## src/rtl/vga_timing_pkg.sv

```systemverilog
// Shared timing-set records and standard raster modes
// for the VGA timing generator.
package vga_timing_pkg;

  typedef struct packed {
    logic [15:0] active;
    logic [15:0] fp;
    logic [15:0] sync;
    logic [15:0] bp;
    logic        pol;
  } axis_timing_t;

  typedef struct packed {
    axis_timing_t h;
    axis_timing_t v;
  } timing_t;

  localparam timing_t VGA_640x480_60 = '{
    h: '{active: 16'd640, fp: 16'd16, sync: 16'd96,
         bp: 16'd48, pol: 1'b0},
    v: '{active: 16'd480, fp: 16'd10, sync: 16'd2,
         bp: 16'd33, pol: 1'b0}
  };

  localparam timing_t SVGA_800x600_60 = '{
    h: '{active: 16'd800, fp: 16'd40, sync: 16'd128,
         bp: 16'd88, pol: 1'b1},
    v: '{active: 16'd600, fp: 16'd1, sync: 16'd4,
         bp: 16'd23, pol: 1'b1}
  };

  function automatic int unsigned total(axis_timing_t t);
    return 32'(t.active) + 32'(t.fp)
         + 32'(t.sync) + 32'(t.bp);
  endfunction

endpackage

```

## src/rtl/vga_timing_gen_if.sv

```systemverilog
// Raster bus between the timing generator and
// pixel consumers.
interface vga_timing_gen_if
  import vga_timing_pkg::*;
#(
  parameter int unsigned XW = 10,
  parameter int unsigned YW = 10
);
  logic          pix_en;
  logic          hsync;
  logic          vsync;
  logic          de;
  logic [XW-1:0] x;
  logic [YW-1:0] y;
  logic          line_start;
  logic          frame_start;

  modport master (
    input  pix_en,
    output hsync, vsync, de, x, y,
    output line_start, frame_start
  );

  modport slave (
    output pix_en,
    input  hsync, vsync, de, x, y,
    input  line_start, frame_start
  );
endinterface

```

## src/rtl/vga_axis_counter.sv

```systemverilog
// One raster axis: position counter plus combinational
// decode of the current count.
module vga_axis_counter
  import vga_timing_pkg::*;
#(
  parameter int unsigned ACTIVE = 640,
  parameter int unsigned FP     = 16,
  parameter int unsigned SYNC   = 96,
  parameter int unsigned BP     = 48,
  parameter bit          POL    = 1'b0,
  parameter int unsigned W      = 10
) (
  input  logic         clk,
  input  logic         rst,
  input  logic         step,
  output logic [W-1:0] cnt,
  output logic         wrap,
  output logic         active,
  output logic         sync,
  output logic         first
);
  localparam axis_timing_t T = '{
    active: 16'(ACTIVE), fp: 16'(FP),
    sync: 16'(SYNC), bp: 16'(BP), pol: POL
  };
  localparam int unsigned TOTAL = total(T);

  // Inclusive bounds so a full 2^W range never truncates to 0
  localparam logic [W-1:0] LAST    = W'(TOTAL - 1);
  localparam logic [W-1:0] A_LAST  = W'(ACTIVE - 1);
  localparam logic [W-1:0] S_FIRST = W'(ACTIVE + FP);
  localparam logic [W-1:0] S_LAST  = W'(ACTIVE + FP + SYNC - 1);

  logic [W-1:0] r_cnt;
  logic         w_in_sync;

  always_ff @(posedge clk) begin
    if (rst)
      r_cnt <= '0;
    else if (step)
      r_cnt <= wrap ? '0 : r_cnt + 1'b1;
  end

  assign w_in_sync = (r_cnt >= S_FIRST) && (r_cnt <= S_LAST);

  assign cnt    = r_cnt;
  assign wrap   = (r_cnt == LAST);
  assign active = (r_cnt <= A_LAST);
  assign sync   = w_in_sync ? POL : !POL;
  assign first  = (r_cnt == '0);
endmodule

```

## src/rtl/vga_timing_gen.sv

```systemverilog
// Raster timing generator driven by a pixel-rate enable;
// every output is a registered decode of (h,v).
module vga_timing_gen
  import vga_timing_pkg::*;
#(
  parameter int unsigned H_ACTIVE = 32'(VGA_640x480_60.h.active),
  parameter int unsigned H_FP     = 32'(VGA_640x480_60.h.fp),
  parameter int unsigned H_SYNC   = 32'(VGA_640x480_60.h.sync),
  parameter int unsigned H_BP     = 32'(VGA_640x480_60.h.bp),
  parameter int unsigned V_ACTIVE = 32'(VGA_640x480_60.v.active),
  parameter int unsigned V_FP     = 32'(VGA_640x480_60.v.fp),
  parameter int unsigned V_SYNC   = 32'(VGA_640x480_60.v.sync),
  parameter int unsigned V_BP     = 32'(VGA_640x480_60.v.bp),
  parameter bit          HS_POL   = VGA_640x480_60.h.pol,
  parameter bit          VS_POL   = VGA_640x480_60.v.pol,
  parameter int unsigned XW       = 10,
  parameter int unsigned YW       = 10
) (
  input  logic              clk,
  input  logic              rst,
  vga_timing_gen_if.master  bus
);
  localparam int unsigned V_TOTAL =
    V_ACTIVE + V_FP + V_SYNC + V_BP;

  logic [XW-1:0] w_h_cnt;
  logic [YW-1:0] w_v_cnt;
  logic w_h_wrap, w_h_act, w_h_sync, w_h_first;
  logic w_v_wrap, w_v_act, w_v_sync, w_v_first;
  logic w_v_step;

  logic [XW-1:0] r_x;
  logic [YW-1:0] r_y;
  logic r_de, r_hs, r_vs, r_ls, r_fs;

  assign w_v_step = bus.pix_en && w_h_wrap;

  vga_axis_counter #(
    .ACTIVE(H_ACTIVE), .FP(H_FP), .SYNC(H_SYNC),
    .BP(H_BP), .POL(HS_POL), .W(XW)
  ) u_h (
    .clk(clk), .rst(rst), .step(bus.pix_en),
    .cnt(w_h_cnt), .wrap(w_h_wrap),
    .active(w_h_act), .sync(w_h_sync),
    .first(w_h_first)
  );

  vga_axis_counter #(
    .ACTIVE(V_ACTIVE), .FP(V_FP), .SYNC(V_SYNC),
    .BP(V_BP), .POL(VS_POL), .W(YW)
  ) u_v (
    .clk(clk), .rst(rst), .step(w_v_step),
    .cnt(w_v_cnt), .wrap(w_v_wrap),
    .active(w_v_act), .sync(w_v_sync),
    .first(w_v_first)
  );

  always_ff @(posedge clk) begin
    if (rst) begin
      r_x  <= '0;
      r_y  <= '0;
      r_de <= 1'b0;
      r_hs <= !HS_POL;
      r_vs <= !VS_POL;
      r_ls <= 1'b0;
      r_fs <= 1'b0;
    end else begin
      r_ls <= 1'b0;
      r_fs <= 1'b0;
      if (bus.pix_en) begin
        r_x  <= w_h_cnt;
        r_y  <= w_v_cnt;
        r_de <= w_h_act && w_v_act;
        r_hs <= w_h_sync;
        r_vs <= w_v_sync;
        r_ls <= w_h_first;
        r_fs <= w_h_first && w_v_first;
      end
    end
  end

  // The last pixel of a frame must present the last line
  a_frame_wrap: assert property (
    @(posedge clk) disable iff (rst)
    (bus.pix_en && w_h_wrap && w_v_wrap)
      |=> (r_y == YW'(V_TOTAL - 1))
  );

  assign bus.x           = r_x;
  assign bus.y           = r_y;
  assign bus.de          = r_de;
  assign bus.hsync       = r_hs;
  assign bus.vsync       = r_vs;
  assign bus.line_start  = r_ls;
  assign bus.frame_start = r_fs;
endmodule

```

## src/flat_wrapper.sv

```systemverilog
// flat-port wrapper written by rule: the top's interface ports become plain ports
module vga_timing_gen_flat import vga_timing_pkg::*;
#(
  parameter int unsigned H_ACTIVE = 32'(VGA_640x480_60.h.active),
  parameter int unsigned H_FP     = 32'(VGA_640x480_60.h.fp),
  parameter int unsigned H_SYNC   = 32'(VGA_640x480_60.h.sync),
  parameter int unsigned H_BP     = 32'(VGA_640x480_60.h.bp),
  parameter int unsigned V_ACTIVE = 32'(VGA_640x480_60.v.active),
  parameter int unsigned V_FP     = 32'(VGA_640x480_60.v.fp),
  parameter int unsigned V_SYNC   = 32'(VGA_640x480_60.v.sync),
  parameter int unsigned V_BP     = 32'(VGA_640x480_60.v.bp),
  parameter bit          HS_POL   = VGA_640x480_60.h.pol,
  parameter bit          VS_POL   = VGA_640x480_60.v.pol,
  parameter int unsigned XW       = 10,
  parameter int unsigned YW       = 10
)
  (clk, rst, bus_pix_en, bus_hsync, bus_vsync, bus_de, bus_x, bus_y, bus_line_start, bus_frame_start);
  vga_timing_gen_if #(.XW(XW), .YW(YW)) bus_i ();
  input  logic clk;
  input  logic rst;
  input wire logic [$bits(bus_i.pix_en)-1:0] bus_pix_en;
  output wire logic [$bits(bus_i.hsync)-1:0] bus_hsync;
  output wire logic [$bits(bus_i.vsync)-1:0] bus_vsync;
  output wire logic [$bits(bus_i.de)-1:0] bus_de;
  output wire logic [$bits(bus_i.x)-1:0] bus_x;
  output wire logic [$bits(bus_i.y)-1:0] bus_y;
  output wire logic [$bits(bus_i.line_start)-1:0] bus_line_start;
  output wire logic [$bits(bus_i.frame_start)-1:0] bus_frame_start;
  assign bus_i.pix_en = bus_pix_en;
  assign bus_hsync = bus_i.hsync;
  assign bus_vsync = bus_i.vsync;
  assign bus_de = bus_i.de;
  assign bus_x = bus_i.x;
  assign bus_y = bus_i.y;
  assign bus_line_start = bus_i.line_start;
  assign bus_frame_start = bus_i.frame_start;
  vga_timing_gen #(.H_ACTIVE(H_ACTIVE), .H_FP(H_FP), .H_SYNC(H_SYNC), .H_BP(H_BP), .V_ACTIVE(V_ACTIVE), .V_FP(V_FP), .V_SYNC(V_SYNC), .V_BP(V_BP), .HS_POL(HS_POL), .VS_POL(VS_POL), .XW(XW), .YW(YW)) u_core (.clk(clk), .rst(rst), .bus(bus_i));
endmodule
```

## config.mk

```make
export PLATFORM = sky130hd
export DESIGN_NAME = vga_timing_gen_flat
export DESIGN_NICKNAME = d
export VERILOG_FILES = /design/src/rtl/vga_timing_pkg.sv /design/src/rtl/vga_timing_gen_if.sv /design/src/rtl/vga_axis_counter.sv /design/src/rtl/vga_timing_gen.sv /design/src/flat_wrapper.sv
export SDC_FILE = /design/constraint.sdc
export NUM_CORES = 1
export LEC_CHECK = 0
export ABC_AREA = 1
export BUFFER_PORTS_ARGS = -buffer_cell sky130_fd_sc_hd__buf_2
export CORE_MARGIN = 2
export CORE_UTILIZATION = 27
export CTS_CLUSTER_SIZE = 30
export DETAILED_ROUTE_END_ITERATION = 8
export GPL_ROUTABILITY_DRIVEN = 0
export PLACE_DENSITY = 0.46
export SLEW_MARGIN = 5
export SYNTH_ARGS = -nofsm -noshare
export SYNTH_HDL_FRONTEND = slang
export SYNTH_SLANG_ARGS = --single-unit
```

## constraint.sdc

```tcl
create_clock -name clk -period 4 [get_ports clk]
set_input_delay 0 -clock clk [delete_from_list [all_inputs] [get_ports clk]]
set_output_delay 0 -clock clk [all_outputs]
set_load 0.02 [all_outputs]
```

==> metrics.md, run 1 <==
| Metric | Value |
|---|---|
| Sequential Power Share | `0.539` |
| YS warnings | `0` |
| DP Wirelength | `3560 um` |
| Power Dens Cells | `365 mW/mm2` |
| Tcrit/Tclk final | `0.394` |
| Layout area overhead | `16.1%` |
| Yosys cell types | `29` |
| Slew margin rel. | `0.567` |
| Clock Skew | `0.00512 ns` |
| Die W | `91.0 um` |
| Core area | `0.00729 mm2` |
| CTS tree | `done` |
| Sw Ratio | `0.236` |
| RSZ-0062 raised after global routing | `false` |
| CTS root buf | `clkbuf_8` |
| Setup tns final | `0 ns` |
| Clock sinks | `45` |
| Synth Cell Area | `0.00204 mm2` |
| Core Rows | `31` |
| Seq/Total Area, Yosys | `0.441` |
| Initial core utilization | `0.280` |
| Gr usage total | `0.126` |
| DRC violation total after the first TritonRoute iteration | `142` |
| Crit start category | `flip-flop` |
| Comb power frac | `0.075` |
| Clock share of power | `0.385` |
| Minimum clock period | `1.57 ns` |
| Crit. End Element | `flip-flop` |
| Die Ht | `91.0 um` |
| Hold Vio Cnt, Final | `0` |
| Clk pin slew, worst setup/hold paths | `0.08 ns` |
| Clock buffer depth | `2` |
| Vias per cell | `4.48` |
| Remaining antenna violation count | `0` |
| Vias | `1835` |
| CP Max Fanout | `7` |
| Initial DRT Pass Iterations | `4` |
| Largest net degree at the start of global routing | `43` |
| Worst-margin pin slew | `0.650 ns` |
| Synthesized area per cell | `7.17 um2` |
| DRC viols | `0` |
| Worst skew pair latency | `0.29 ns` |
| Port Buffers | `27` |
| Worst path required time | `4.20 ns` |
| Number of max-cap violations | `0` |
| CP arrival | `1.78 ns` |
| Antenna cells | `0` |
| Antenna violations before repair | `0` |
| DIE AREA | `0.00828 mm2` |
| Share of cells above drive strength 1 | `0.158` |
| Hold crit path type | `input port to flip-flop` |
| Post-synth net total | `293` |
| H-tree levels | `2` |
| GRT Residual Overflow | `0` |
| Top Ports | `28` |
| Number of global-route vias before repair | `1751` |
| Internal power | `662 uW` |
| Net Sw Power | `205 uW` |
| Cts hold-fix bufs | `0` |
| Peak VDD IR | `0.117 mV` |
| First-pass GRT wire length | `8510 um` |
| Crit path kind | `flip-flop to flip-flop` |
| Design Power | `867 uW` |
| Post-DR wirelength/cell | `11.9 um` |
| CTS buffer count | `5` |
| Total setup buffers inserted after CTS | `0` |
| Final Max Tran Viols | `0` |
| Static leakage | `0.000978 uW` |
| Status | `complete, no violations` |
| Resize count post-CTS | `0` |
| Post-synthesis register bit count | `45` |
| Max Clk Rate | `635 MHz` |
| Net total in the final layout | `319` |
| Setup violators final | `0` |
| WL final | `4890 um` |
| Cells after Synth | `285` |
sequential cells by signal, summed over array words and instances, names as in the netlist:
signal                  cells
u_core.bus.de               1
u_core.bus.x               10
u_core.bus.frame_start      1
u_core.bus.line_start       1
u_core.bus.hsync            1
u_core.bus.vsync            1
u_core.u_v.cnt             10
u_core.bus.y               10
u_core.u_h.cnt             10
placed cells by master, fill, tap and decap left out, drive strengths merged:
cell,netlist,routed
nor3,11,11
o22ai,1,1
clkbuf,5,5
buf,3,27
nand3,19,19
bufinv,0,1
a21oi,32,32
nand2,62,62
nand4,8,8
dfxtp,45,45
nor4,1,1
nor2,38,38
nor3b,1,1
a211oi,1,1
clkinv,1,2
inv,31,31
o21bai,1,1
o21ai,19,19
ha,5,5
nand3b,1,1
power groups by stage:
stage                     sequential, uW  combinational [uW]  clock, uW
final                                467                65.3        334
after global routing                 469                73.7        365
after CTS                            467                66.8        348
after detailed placement             478                66.4          0
after global placement               478                65.8          0
after floorplan                      491                31.5          0
cell type report:
class,instances,area (um2)
clock inverters,2,35.0
inverters,32,120
clock buffers,5,68.8
flip-flops and latches,45,901
multi-input cells,200,988
well taps,99,124
repair buffers,27,135
fillers,854,4920
routing by layer:
metal,vias up,track usage,wire [um]
li1,981,-,-
met1,818,0.175,2540
met2,31,0.191,2090
met3,5,0.0290,181
met4,0,0.0417,72
met5,-,0,0
path summary, 6_finish.rpt:
kind / from / cells after the start / slack, ns / endpoint
worst min-delay path: rst / 2 / 0.06 / u_core.u_h.cnt[4]
worst min register to register: u_core.bus.x[3] / 2 / 0.46 / u_core.bus.x[3]
worst max-delay path: u_core.u_h.cnt[0] / 8 / 2.43 / u_core.u_v.cnt[3]
worst max register to register: u_core.u_h.cnt[0] / 8 / 2.43 / u_core.u_v.cnt[3]
worst max-delay path: stages, from the launching register on:
cell,delay [ns]
dfxtp_1,0.40
ha_1,0.23
nand2_2,0.09
nor2_4,0.18
nand3_2,0.16
nand2_4,0.17
nand2_4,0.11
nand3_1,0.10
inv_1,0.04
logic make-up after synthesis:
| family | count (synthesis) | synth area share |
|---|---|---|
| adder cells (fa/ha/maj) | 5 | 0.0306 |
| buffers and inverters | 40 | 0.0753 |
| AND/OR/NAND/NOR | 141 | 0.318 |
| flip-flops | 45 | 0.441 |
| AO/OA/AOI/OAI | 54 | 0.135 |
cells in the mapped netlist:
cell,n,share of area
o22ai_1,1,0.0031
buf_1,1,0.0018
nor3_2,1,0.0049
nand4_1,8,0.024
nor4_1,1,0.0031
nand3b_1,1,0.0037
nor2_2,2,0.0061
buf_2,2,0.0049
ha_1,5,0.031
o21ai_1,1,0.0024
nand2_4,2,0.011
clkinv_1,1,0.0018
inv_1,26,0.048
nor2_4,2,0.011
o21ai_0,18,0.044
nand2_2,1,0.0031
inv_2,5,0.0092
nor3_1,10,0.024
nand3_1,17,0.042
clkbuf_2,1,0.0024
o21bai_1,1,0.0037
nand2_1,59,0.11
a211oi_1,1,0.0037
a21oi_1,32,0.078
nor3b_1,1,0.0037
nand3_2,2,0.0098
clkbuf_1,4,0.0073
dfxtp_1,45,0.44
nor2_1,34,0.062
per-stage QoR:
step	hold slack (ns)	util	std cells	instance area, um2	setup slack [ns]
floorplan	0.0785	-	285	2040	2.69
global placement	0.388	0.311	403	2270	2.35
detailed placement	0.377	0.311	403	2270	2.31
CTS	0.0644	0.325	410	2370	2.41
global route	0.0919	0.325	410	2370	2.26
finish	0.0643	0.325	410	2370	2.43
Power figures use the tool's default switching activity.
==> inputs of run 2 (changes only) <==
==> constraint.sdc (replaced) <==
create_clock -name clk -period 1.51 [get_ports clk]
set_input_delay 0 -clock clk [delete_from_list [all_inputs] [get_ports clk]]
set_output_delay 0 -clock clk [all_outputs]
set_load 0.02 [all_outputs]
==> run 2 against run 1 <==
Clock-buffer cell count unchanged; die area did not move; via count rose by 5.3%; non-clock buffer count increased by 15; cell area up 6.5%; utilization increased by 2.1 points; first-iteration DRC count down 13%; critical path depth unchanged; highest routed layer unchanged.
==> metrics.md, run 2 (synthesis gave the netlist of run 1 again) <==
| Metric | Value |
|---|---|
| DRC violation total after the first TritonRoute iteration | `123` |
| Top Ports | `28` |
| Clock Skew | `0.0104 ns` |
| CTS tree | `done` |
| Die Ht | `91.0 um` |
| WL final | `5170 um` |
| Final Worst Setup Slack | `0.153 ns` |
| Tcrit/Tclk final | `0.898` |
| Setup violators final | `0` |
| Status | `complete, no violations` |
| CP arrival | `1.55 ns` |
| CP most frequent cell | `nor2_1` |
| Worst-margin pin slew | `0.364 ns` |
| Worst skew pair latency | `0.29 ns` |
| Slew margin rel. | `0.756` |
| CTS root buf | `clkbuf_8` |
| Worst path required time | `1.70 ns` |
| Peak VDD IR | `0.373 mV` |
| Largest net degree at the start of global routing | `22` |
| Layout area overhead | `23.6%` |
| Vias | `1933` |
| Gr usage total | `0.131` |
| Number of global-route vias before repair | `1729` |
| GRT Residual Overflow | `0` |
| DP Wirelength | `3970 um` |
| Hold Vio Cnt, Final | `0` |
| Crit start category | `flip-flop` |
| Final Max Tran Viols | `0` |
| Clock sinks | `45` |
| Hold crit path type | `input port to flip-flop` |
| Antenna cells | `0` |
| Pre-CTS setup slack | `0.0179 ns` |
| Share of cells above drive strength 1 | `0.220` |
| H-tree levels | `2` |
| Initial core utilization | `0.280` |
| Port Buffers | `27` |
| DIE AREA | `0.00828 mm2` |
| Setup tns final | `0 ns` |
| Antenna violations before repair | `0` |
| Net total in the final layout | `334` |
| CP Max Fanout | `3` |
| Number of max-cap violations | `0` |
| First-pass GRT wire length | `8830 um` |
| Most common cell after layout, fill and taps aside | `nand2_1` |
| Die W | `91.0 um` |
| Remaining antenna violation count | `0` |
| CTS buffer count | `5` |
| Clock buffer depth | `2` |
| Fillers | `815` |
| Max Clk Rate | `737 MHz` |
| Static leakage | `0.00106 uW` |
| Core area | `0.00729 mm2` |
| Crit path kind | `flip-flop to flip-flop` |
| Core Rows | `31` |
| Clk pin slew, worst setup/hold paths | `0.09 ns` |
| Crit-path cells | `ha_1, inv_1, nor2_1, nand2_1, nor2_1, nand3_1, nand2_1, nor2_1` |
| Commonest non-fill, non-tap cells in the layout | `nand2_1 (59), dfxtp_1 (41), nor2_1 (33)` |
| Vias per cell | `4.54` |
| Power Dens Cells | `931 mW/mm2` |
| RSZ-0062 raised after global routing | `false` |
| Minimum clock period | `1.36 ns` |
| Initial DRT Pass Iterations | `4` |
| Largest stage delay on the critical path | `0.37 ns` |
| Post-DR wirelength/cell | `12.1 um` |
| Worst path top cell family by delay | `simple AND/OR/NAND/NOR gates` |
| Worst path bufs/invs | `1` |
| Crit. End Element | `flip-flop` |
| Slowest CP cell | `dfxtp_1` |
| DRC viols | `0` |
[run 2: cell types whose count changed in the layout (fill, tap and decap cells not counted)]
cell     before  now
buf_4         0   15
dfxtp_1      45   41
dfxtp_2       0    4
ha_1          5    4
ha_4          0    1
inv_6         0    1
nand3_1      17   16
nand3_4       0    1
nor2_1       34   33
nor2_2        2    3
[run 2: worst paths after layout]
check / start / to / slack, ns / cells after the start
setup / recovery: u_core.u_v.cnt[0] / u_core.u_v.cnt[6] / 0.15 / 8
hold / removal: bus_pix_en / u_core.bus.x[3] / 0.08 / 3
setup reg to reg: u_core.u_v.cnt[0] / u_core.u_v.cnt[6] / 0.15 / 8
hold reg to reg: u_core.bus.x[0] / u_core.bus.x[0] / 0.46 / 2
[run 2: where the power goes]
group	switching (uW)	leakage, uW	internal, uW
clock network	424	0.0000585	496
logic	127	0.000628	66.7
registers	17.7	0.000369	1220
total	568	0.00106	1780
[run 2: what timing repair did]
action                     CTS  global route
setup buffers                2             1
cloned                       0             0
hold buffers                 0             0
pin swaps                    1             3
gates resized for setup      1             8
setup endpoints to repair    3            17
[run 2: metal layers]
| layer | track usage | vias up | share of wire |
|---|---|---|---|
| met5 | 0 | - | 0 |
| met4 | 0.0303 | 0 | 0.0070 |
| met3 | 0.0266 | 2 | 0.040 |
| li1 | - | 1022 | - |
| met1 | 0.199 | 867 | 0.54 |
| met2 | 0.187 | 42 | 0.41 |
[run 2: area by class of cell]
cell class	count	area, um2	share of cell area
multi-input combinational	200	1020	0.402
sequential	45	906	0.359
timing repair buffer	42	248	0.0981
tap	99	124	0.0490
inverter	32	120	0.0475
clock buffer	5	68.8	0.0272
clock inverter	3	43.8	0.0173
[run 2: metrics by stage]
step                std cells   util  total power [uW]  area, um2  hold WS, ns
CTS                       425  0.341              2390       2490       0.0709
finish                    426  0.346              2350       2530       0.0771
global placement          415  0.323              1450       2360        0.392
global route              426  0.346              2480       2530       0.0863
floorplan                 285      -              1390       2040       0.0785
detailed placement        415  0.323              1450       2360        0.399
[run 2: worst register-to-register path, cell delays in order, from the launching register on]
cell and delay [ns]:
dfxtp_1 0.37, ha_1 0.21, inv_1 0.07, nor2_1 0.17, nand2_1 0.11, nor2_1 0.13
nand3_1 0.09, nand2_1 0.07, nor2_1 0.03
==> inputs of run 3 (changes only) <==
--- a/config.mk
+++ b/config.mk
@@ -9,10 +9,10 @@
 export BUFFER_PORTS_ARGS = -buffer_cell sky130_fd_sc_hd__buf_2
 export CORE_MARGIN = 2
 export CORE_UTILIZATION = 27
+export CTS_CLUSTER_DIAMETER = 80
 export CTS_CLUSTER_SIZE = 30
 export DETAILED_ROUTE_END_ITERATION = 8
 export GPL_ROUTABILITY_DRIVEN = 0
-export PLACE_DENSITY = 0.46
 export SLEW_MARGIN = 5
 export SYNTH_ARGS = -nofsm -noshare
 export SYNTH_HDL_FRONTEND = slang
==> run 3 against run 2 <==
Routed wire length fell by 1.5%; global-route usage fell by 0.38 points; setup slack got worse by 0.064 ns; critical path depth fell by 1; register-to-register slack got worse by 0.06 ns; largest power group unchanged; combinational power fell by 5%; largest cell class unchanged; cell area fell by 2.5%.
==> metrics.md, run 3 (synthesis gave the netlist of run 1 again) <==
| Metric | Value |
|---|---|
| Crit path kind | `flip-flop to flip-flop` |
| Clk pin slew, worst setup/hold paths | `0.09 ns` |
| Gr usage total | `0.127` |
| First-pass GRT wire length | `8620 um` |
| Net total in the final layout | `330` |
| Antenna cells | `0` |
| Final Max Tran Viols | `0` |
| Most common cell after layout, fill and taps aside | `nand2_1` |
| Die W | `91.0 um` |
| Peak VDD IR | `0.324 mV` |
| Worst skew pair latency | `0.30 ns` |
| Area of the multi-input gates | `0.00100 mm2` |
| Remaining antenna violation count | `0` |
| Status | `complete, no violations` |
| Worst path required time | `1.71 ns` |
| Vias per cell | `4.58` |
| Worst-margin pin slew | `0.439 ns` |
| Tcrit/Tclk final | `0.941` |
| WL final | `5100 um` |
| Crit start category | `flip-flop` |
| Design Power | `2220 uW` |
| Clock Skew | `0.0107 ns` |
| Hold Vio Cnt, Final | `0` |
| Post-Route M1 WL | `2760 um` |
| Post-DR wirelength/cell | `12.1 um` |
| H-tree levels | `2` |
| Number of global-route vias before repair | `1795` |
| DRC violation total after the first TritonRoute iteration | `157` |
| Cts hold-fix bufs | `0` |
| Share of cells above drive strength 1 | `0.211` |
| Top Ports | `28` |
| Port Buffers | `27` |
| Power Dens Cells | `900 mW/mm2` |
| Minimum clock period | `1.42 ns` |
| Layout area overhead | `20.6%` |
| Largest net degree at the start of global routing | `18` |
| DP Cell Count | `412` |
| CP Max Fanout | `7` |
| Register Area | `905 um2` |
| Number of max-cap violations | `0` |
| CTS buffer count | `5` |
| DIE AREA | `0.00828 mm2` |
| GRT Residual Overflow | `0` |
| DP Wirelength | `3840 um` |
| Antenna violations before repair | `0` |
| Commonest non-fill, non-tap cells in the layout | `nand2_1 (59), dfxtp_1 (42), nor2_1 (33)` |
| Metal3 WL | `250 um` |
| Core area | `0.00729 mm2` |
| Fillers | `832` |
| CP arrival | `1.63 ns` |
| Clock buffer depth | `2` |
| Setup violators final | `0` |
| Die Ht | `91.0 um` |
| Crit. End Element | `flip-flop` |
| Top sig layer | `met4` |
| CTS tree | `done` |
| Max Clk Rate | `704 MHz` |
| Initial core utilization | `0.280` |
| Core Rows | `31` |
| Routed wl met2 | `2030 um` |
| Hold crit path type | `input port to flip-flop` |
| CTS root buf | `clkbuf_8` |
| Static leakage | `0.00103 uW` |
| Clock sinks | `45` |
| Initial DRT Pass Iterations | `4` |
| Slew margin rel. | `0.706` |
| DRC viols | `0` |
| Vias | `1931` |
| Final cell count without fillers | `422` |
-- run 3: cell types whose count changed in the layout (fill, tap and decap cells not counted), sizes merged --
| cell | before | now |
|---|---|---|
| buf | 42 | 38 |
| clkbuf | 5 | 6 |
| clkinv | 2 | 3 |
| bufinv | 1 | 0 |
| inv | 32 | 31 |
-- run 3: routing by layer --
metal  track usage  vias up
met5             0        -
li1              -     1013
met4        0.0379        0
met1         0.188      864
met2         0.183       49
met3        0.0257        5
-- run 3: worst paths after layout --
kind / from / to / slack (ns) / depth (start not counted)
max: u_core.u_h.cnt[9] / u_core.u_v.cnt[7] / 0.09 / 7
min: bus_pix_en / u_core.bus.x[5] / 0.05 / 2
max reg2reg: u_core.u_h.cnt[9] / u_core.u_v.cnt[7] / 0.09 / 7
min reg2reg: u_core.bus.x[2] / u_core.bus.x[2] / 0.46 / 2
-- run 3: power breakdown --
part	switching, uW	internal, uW	leakage [uW]	total (uW)
Clock	422	371	0.0000512	793
Sequential	17.6	1220	0.000368	1240
Combinational	123	61.3	0.000606	184
Total	563	1650	0.00103	2220
-- run 3: critical path, cell delays in order (launching register included) --
cell and delay [ns]:
dfxtp_1 0.44, nand2_1 0.14, inv_1 0.19, nand3_2 0.14, nor2_4 0.19, nand3_1 0.09, nand2_1 0.10, nor2_1 0.04
-- run 3: repair_timing --
action,4_1_cts,5_1_grt
endpoints found under the setup margin,0,15
setup buffers,0,2
resized for setup,0,7
-- run 3: metrics by stage --
step / instance area (um2) / setup WS [ns] / hold slack, ns / TNS [ns] / utilization
after CTS: 2430 / 0.00987 / 0.0378 / 0 / 0.334
after floorplan: 2040 / 0.202 / 0.0785 / 0 / -
final: 2460 / 0.0891 / 0.0490 / 0 / 0.338
after global routing: 2460 / -0.00267 / 0.0480 / -0.00267 / 0.338
after global placement: 2340 / 0.0891 / 0.358 / 0 / 0.320
after detailed placement: 2340 / 0.0425 / 0.355 / 0 / 0.320
-- run 3: area by class of cell --
type | count | area share
flip-flops and latches | 45 | 0.367
multi-input cells | 200 | 0.406
inverters | 32 | 0.0488
clock buffers | 6 | 0.0335
repair buffers | 38 | 0.0884
clock inverters | 2 | 0.00559
well taps | 99 | 0.0503
